===== src/rtl/tree_root_drain.sv =====
// Root drain stage of the merge sorter tree: credit-controlled record requests,
// FWFT output FIFO, run completion tracking and sticky order/protocol error flags.
module tree_root_drain #(
    parameter int DATW      = 64,
    parameter int KEYW      = 32,
    parameter int FIFO_SIZE = 4,
    parameter int CNTW      = 32
) (
    input  logic            CLK,
    input  logic            RST,
    input  logic            START,
    input  logic [CNTW-1:0] TOTAL,
    input  logic            STAGE_QUEUE_FULL,
    output logic            REQ_VALID,
    input  logic [DATW-1:0] DIN,
    input  logic            DINEN,
    output logic [DATW-1:0] DOT,
    output logic            DOT_VALID,
    input  logic            DOT_READY,
    output logic            BUSY,
    output logic            DONE,
    output logic [CNTW-1:0] COUNT,
    output logic            SORT_ERR,
    output logic            PROTO_ERR
);

    localparam int DEPTH = 2 ** FIFO_SIZE;
    localparam int CW    = FIFO_SIZE + 1;

    typedef enum logic [1:0] {
        S_IDLE  = 2'd0,
        S_RUN   = 2'd1,
        S_DRAIN = 2'd2,
        S_DONE  = 2'd3
    } state_t;

    state_t              state_r;
    state_t              state_s;
    logic [CNTW-1:0]     total_r;
    logic [CNTW-1:0]     req_left_r;
    logic [CNTW-1:0]     count_r;
    logic [CW-1:0]       outstanding_r;
    logic [CW-1:0]       fifo_cnt_r;
    logic [FIFO_SIZE-1:0] head_r;
    logic [FIFO_SIZE-1:0] tail_r;
    logic [DATW-1:0]     mem_r [DEPTH];
    logic [KEYW-1:0]     prev_key_r;
    logic                prev_valid_r;
    logic                sort_err_r;
    logic                proto_err_r;

    logic                start_acc_s;
    logic                req_s;
    logic                inc_s;
    logic                dec_s;
    logic                push_s;
    logic                pop_s;
    logic                fifo_full_s;
    logic                proto_hit_s;
    logic [CW-1:0]       credit_s;
    logic [KEYW-1:0]     dot_key_s;

    // Credits count both buffered and still-in-flight records so the FIFO cannot overflow.
    assign credit_s    = fifo_cnt_r + outstanding_r;
    assign start_acc_s = START && ((state_r == S_IDLE) || (state_r == S_DONE));
    assign req_s       = (state_r == S_RUN) && (req_left_r != '0) && !STAGE_QUEUE_FULL
                         && (credit_s < CW'(DEPTH));
    assign fifo_full_s = (fifo_cnt_r == CW'(DEPTH));
    assign push_s      = DINEN && !fifo_full_s;
    assign pop_s       = (fifo_cnt_r != '0) && DOT_READY;
    assign inc_s       = req_s;
    assign dec_s       = DINEN && (outstanding_r != '0);
    assign proto_hit_s = DINEN && ((outstanding_r == '0) || fifo_full_s);
    assign dot_key_s   = DOT[KEYW-1:0];

    // Next-state decode; START only takes effect from IDLE or DONE.
    always_comb begin
        state_s = state_r;
        case (state_r)
            S_IDLE, S_DONE: begin
                if (start_acc_s) begin
                    state_s = (TOTAL == '0) ? S_DONE : S_RUN;
                end else begin
                    state_s = state_r;
                end
            end
            S_RUN: begin
                if (req_left_r == '0) begin
                    state_s = S_DRAIN;
                end else begin
                    state_s = S_RUN;
                end
            end
            S_DRAIN: begin
                if (count_r == total_r) begin
                    state_s = S_DONE;
                end else begin
                    state_s = S_DRAIN;
                end
            end
            default: state_s = S_IDLE;
        endcase
    end

    // State register.
    always_ff @(posedge CLK or negedge RST) begin
        if (!RST) begin
            state_r <= S_IDLE;
        end else begin
            state_r <= state_s;
        end
    end

    // Run bookkeeping: request budget, credits, emitted count and sticky error flags.
    always_ff @(posedge CLK or negedge RST) begin
        if (!RST) begin
            total_r       <= '0;
            req_left_r    <= '0;
            count_r       <= '0;
            outstanding_r <= '0;
            prev_key_r    <= '0;
            prev_valid_r  <= 1'b0;
            sort_err_r    <= 1'b0;
            proto_err_r   <= 1'b0;
        end else if (start_acc_s) begin
            total_r       <= TOTAL;
            req_left_r    <= TOTAL;
            count_r       <= '0;
            outstanding_r <= '0;
            prev_valid_r  <= 1'b0;
            sort_err_r    <= 1'b0;
            proto_err_r   <= 1'b0;
        end else begin
            if (req_s) begin
                req_left_r <= req_left_r - CNTW'(1);
            end
            case ({inc_s, dec_s})
                2'b10:   outstanding_r <= outstanding_r + CW'(1);
                2'b01:   outstanding_r <= outstanding_r - CW'(1);
                default: outstanding_r <= outstanding_r;
            endcase
            if (proto_hit_s) begin
                proto_err_r <= 1'b1;
            end
            if (pop_s) begin
                count_r      <= count_r + CNTW'(1);
                prev_key_r   <= dot_key_s;
                prev_valid_r <= 1'b1;
                if (prev_valid_r && (dot_key_s < prev_key_r)) begin
                    sort_err_r <= 1'b1;
                end
            end
        end
    end

    // FIFO pointers and occupancy; pointers wrap naturally at the FIFO depth.
    always_ff @(posedge CLK or negedge RST) begin
        if (!RST) begin
            head_r     <= '0;
            tail_r     <= '0;
            fifo_cnt_r <= '0;
        end else begin
            if (push_s) begin
                tail_r <= tail_r + FIFO_SIZE'(1);
            end
            if (pop_s) begin
                head_r <= head_r + FIFO_SIZE'(1);
            end
            case ({push_s, pop_s})
                2'b10:   fifo_cnt_r <= fifo_cnt_r + CW'(1);
                2'b01:   fifo_cnt_r <= fifo_cnt_r - CW'(1);
                default: fifo_cnt_r <= fifo_cnt_r;
            endcase
        end
    end

    // Record storage; contents need no reset since occupancy gates visibility.
    always_ff @(posedge CLK) begin
        if (push_s) begin
            mem_r[tail_r] <= DIN;
        end
    end

    assign REQ_VALID = req_s;
    assign DOT       = mem_r[head_r];
    assign DOT_VALID = (fifo_cnt_r != '0);
    assign BUSY      = (state_r == S_RUN) || (state_r == S_DRAIN);
    assign DONE      = (state_r == S_DONE);
    assign COUNT     = count_r;
    assign SORT_ERR  = sort_err_r;
    assign PROTO_ERR = proto_err_r;

endmodule


===== config.mk =====
export PLATFORM = sky130hd
export DESIGN_NAME = tree_root_drain
export DESIGN_NICKNAME = d
export VERILOG_FILES = /design/src/rtl/tree_root_drain.sv
export SDC_FILE = /design/constraint.sdc
export NUM_CORES = 1
export LEC_CHECK = 0
export CORE_UTILIZATION = 60
export CTS_CLUSTER_SIZE = 25
export DETAILED_ROUTE_END_ITERATION = 8
export GPL_TIMING_DRIVEN = 0
export PLACE_DENSITY = 0.88
export RECOVER_POWER = 50
export SLEW_MARGIN = 5
export SYNTH_ARGS = -nofsm -noshare
export SYNTH_HDL_FRONTEND = slang
export SYNTH_SLANG_ARGS = --single-unit

===== constraint.sdc =====
create_clock -name CLK -period 8.2 [get_ports CLK]
set_clock_uncertainty 0.15 [all_clocks]
set_input_delay 0.82 -clock CLK [delete_from_list [all_inputs] [get_ports CLK]]
set_output_delay 0.82 -clock CLK [all_outputs]
set_load 0.005 [all_outputs]

== After elaboration in Yosys (flattened, before gate mapping) ==
Memory sizes are Yosys's and may differ from the RTL's.
Cells that the tools add are included.
Word-level totals
  logic and storage cells: 86
  bits in registers: 151
  output and inout port bits: 102
  input port bits: 102
  RAM bits: 1024
  memories kept: 1
Memory list
  mem_r: depth 16, bits a word 64, read ports 1, clocked after Yosys merged registers in 0, wr ports 1, line 46  | logic [DATW-1:0] mem_r [DEPTH];
Operators by class
  equal/unequal tests: 10
  multiplexer cells: 21
  $lt $le $gt $ge: 2
  bitwise gates (word level): 1
  reductions and logical operators: 30
  $add $sub $neg: 9
Operator list (count)
  $mux 32: 4
  $logic_not 32->1: 2
  $add 32x1->32 const B: 1
  $eq 32x32->1: 1
  $lt 32x32->1: 1
  $reduce_bool 32->1: 1
  $sub 32x1->32 const B: 1
  $pmux 5 s2: 2
  $add 5x1->5 const B: 2
  $mux 1: 10
  $reduce_bool 2->1: 5
  $reduce_bool 5->1: 2
  $sub 5x1->5 const B: 2
  $logic_and 1x1->1: 9
  $add 4x1->4 const B: 2
  $eq 2x2->1 const B: 4
  $eq 2x1->1 const B: 3
  $mux 2: 3
  $pmux 2 s3: 1
  $add 5x5->5: 1
  $eq 5x5->1 const B: 1
  $logic_not 5->1: 1
  $lt 5x5->1 const B: 1
  $mux 5: 1
  8 further kinds: 12

== Logic depth before layout (Yosys ltp) ==
  depth after elaboration: 7
  depth in mapped cells: 15
  depth with buffers taken out: 13

== Worst setup path after synthesis ==
No wires, ideal clock.
  path type: input to register
  from: in DINEN
  to: mem mem_r[3][0], enable pin
  data required time: 7.485 ns
  stages on the path: 4
  setup slack: 1.771 ns
  data arrival time: 5.714 ns
  cell sequence: and2_1 -> clkbuf_1 -> nand2_1 -> nor3_1
On the way
  longest elaborated chain between the ends: 3
Ends and longest elaborated chain
  from (decl): line 16  | input logic DINEN,
  $logic_and 1x1->1: line 69  | assign push_s = DINEN && !fifo_full_s;
  $mux 1: line 179  | if (push_s) begin
  $mux 1 (implied by the code): line 180  | mem_r[tail_r] <= DIN;
  to (decl): line 46
Every way passes these cells.

==> summary.md <==
| Metric | Value |
|---|---|
| Worst VDD drop | `between 0.3 and 0.4 mV` |
| Iter 0 DRT Violations | `4073` |
| Layout cells sized above 1 | `0.2433` |
| DRC Markers | `0` |
| Cell area after layout | `55350 µm²` |
| DIE AREA | `79210 µm²` |
| Failing checks | `max-capacitance violations, max-slew violations` |
| Clock sink count | `1175` |
| Detailed placement HPWL | `~82000 µm` |
| Crit start category | `primary input` |
| Worst slew pin tran | `3.954 ns` |
| Pwr Total | `20810 µW` |
| Min setup slack post-route | `2.285 ns` |
| Detail Route Antenna Nets | `0` |
| Total GRT Usage | `0.3678` |
| CTS tree | `done` |
| Fin. Hold Viols | `0` |
| CP Class | `in -> async` |
| Core region area | `77340 µm²` |
| Post-cts resize count | `0` |
| Pwr dens | `between 300 and 400 nW/µm²` |
| Arrival @ worst endpoint | `6.10 ns` |
| Final Max Tran Viols | `154` |
| I/O Buffers | `203` |
| Vias in the first global route | `about 28000` |
| Fin crit share | `0.7214` |
| Relative slew slack | `-1.636` |
| Clock Path Buffers | `3` |
| Critical path capture point type | `async pin` |
| Setup violators final | `0` |
| Boundary Pins | `204` |
| Clock Latency Late Sink | `0.71 ns` |
| Syn Area/Cell | `20.40 µm²` |
| Non-filler cells, final | `3836` |
| TritonCTS buffer count | `112` |
| Root Driver | `clkbuf_16` |
| Nets | `2843` |
| Leading cell type in the layout, fill and taps excluded | `edfxtp_1` |
| Final critical-path required period | `5.915 ns` |
| Mapped cell area | `46850 µm²` |
| Synth warn | `0` |
| First-pass GRT wire length | `200700 µm` |
| Total congestion overflow | `0` |
| Layout area overhead | `18.15%` |
| TritonRoute pass-1 iters | `6` |
| Synth cell types | `64` |
| DRT Wirelength | `142300 µm` |
| Number of synthesized flops with an enable pin | `around 1000` |
| Syn nets | `2452` |
| Worst slack at placement | `3.521 ns` |
| Row cnt | `102` |
| Async SR Flop Fraction | `0.1285` |
| Outcome | `complete, but fails checks` |
| Unrepaired setup endpoints after global routing | `no` |
| Max Cap Viol | `2` |
| Die X | `281.4 µm` |
| Cells after Synth | `between 2000 and 2500` |
| Most used DFF post-synth | `edfxtp_1` |
| Cell Area, Placed | `51490 µm²` |
| Tightest Hold Check Type | `reg -> reg` |
| Commonest non-fill, non-tap cells in the layout | `edfxtp_1, mux4_2, dfrtp_1, nand2_1, clkdlybuf4s50_1` |
| Starting Density | `0.6058` |
| Largest net degree at the start of global routing | `86` |
| Sequential share of the synthesized area | `0.7370` |
| Synth Register Bits | `1175` |
| Clock transition at the registers of the reported paths | `0.06 ns` |
| Die Ht | `281.4 µm` |
| Filler Cell Count | `approximately 4200` |
| Hold WS | `0.3523 ns` |
| Initial antenna violation count | `18` |
| Via Count | `27060` |
| Final weighted congestion in routability-driven placement | `0.9286` |
| Max Fanout on Critical Path | `85` |
| Pleak | `0.01874 µW` |
| Fmax | `roughly 170 MHz` |
| Post-detailed-route wirelength per cell | `37.08 µm` |
| Placed cells | `3613` |
| Via density | `7.055` |
| Data required, critical path | `around 8.4 ns` |
| H-Tree Depth | `3` |
## worst max-delay path, stage by stage
cell and delay, ns:
dlygate4sd3_1 0.53, clkbuf_1 2.75, clkbuf_2 1.93
## power breakdown
part           total [µW]  internal, µW  switching (µW)  leakage [µW]
logic                7500          3380            4120       0.00575
clock network        5540          3100            2440       0.00186
registers            7770          7340             426        0.0111
total               20800         13800            6990        0.0187
## through the flow
step	util	TNS (ns)
floorplan	-	0
global placement	0.6489	-1542.63
detailed placement	0.6658	0
CTS	0.7159	0
global route	0.7156	0
finish	0.7157	0
## path summary, 6_finish.rpt
check                         startpoint             to  slack [ns]  cells after the start
max                                  RST      head_r[3]        2.28                      3
min reg2reg                prev_key_r[9]  prev_key_r[9]        0.35                      1
min in group asynchronous            RST     state_r[1]        1.87                      2
max in group CLK               head_r[1]        DOT[44]        2.49                      7
max reg2reg                    head_r[1]       SORT_ERR        3.08                     12
min                        prev_key_r[9]  prev_key_r[9]        0.35                      1
## registers in the layout, indices dropped and copies added, names as in the netlist, 5 cells and up
name	flops
mem_r	1024
fifo_cnt_r	5
COUNT	32
prev_key_r	32
outstanding_r	5
total_r	32
req_left_r	32
## cell usage after synthesis (all sizes together) (6+ instances only)
master	count	area share
edfxtp	1024	0.66
mux4	319	0.15
dfrtp	151	0.081
nand2	129	0.010
buf	65	0.0072
xor2	57	0.011
inv	55	0.0044
nor2	55	0.0045
ha	51	0.014
o21ai	51	0.0056
xnor2	41	0.0078
clkbuf	39	0.0031
mux2	34	0.0082
nor4	32	0.0044
nand4	24	0.0032
nor3	24	0.0027
a21oi	20	0.0021
nand3	20	0.0021
or3	17	0.0024
a21o	10	0.0016
mux2i	7	0.0015
nand2b	6	0.00080
## logic make-up (layout without fill, tap and decap cells)
kind of cell	after synthesis	count (layout)	synth area share
multiplexers	360	360	0.1630
XOR/XNOR	98	98	0.01848
adder cells (fa/ha/maj)	53	53	0.01447
AND/OR/NAND/NOR	335	335	0.03517
flip-flops	1175	1175	0.7370
buffers and inverters	159	645	0.01474
other	0	13	0
AO/OA/AOI/OAI	117	117	0.01715
## cell type report
type / count / area [µm²] / share of cell area
sequential: 1175 / 34530 / 0.6238
multi-input combinational: 963 / 11730 / 0.2120
timing repair buffer: 277 / 3206 / 0.05791
clock buffer: 126 / 2855 / 0.05158
tap: 1040 / 1301 / 0.02351
clock inverter: 83 / 1012 / 0.01829
buffer: 104 / 479.2 / 0.008657
inverter: 55 / 206.4 / 0.003730
antenna: 13 / 32.53 / 0.0005877
## per-layer routing
| metal | track usage | routed length (µm) | vias up |
|---|---|---|---|
| met4 | 0.2380 | 10050 | 10 |
| met5 | 0 | 67 | - |
| met3 | 0.07657 | 14760 | 629 |
| li1 | - | - | 10160 |
| met2 | 0.6346 | 73730 | 2409 |
| met1 | 0.4183 | 43640 | 13850 |
## repair_timing
item / CTS / global route
endpoints found under the hold margin: 61 / 0
buffers inserted: 0 / 0
hold buffers: 1 / 0
No activity file was read; power rests on OpenSTA's default activity.
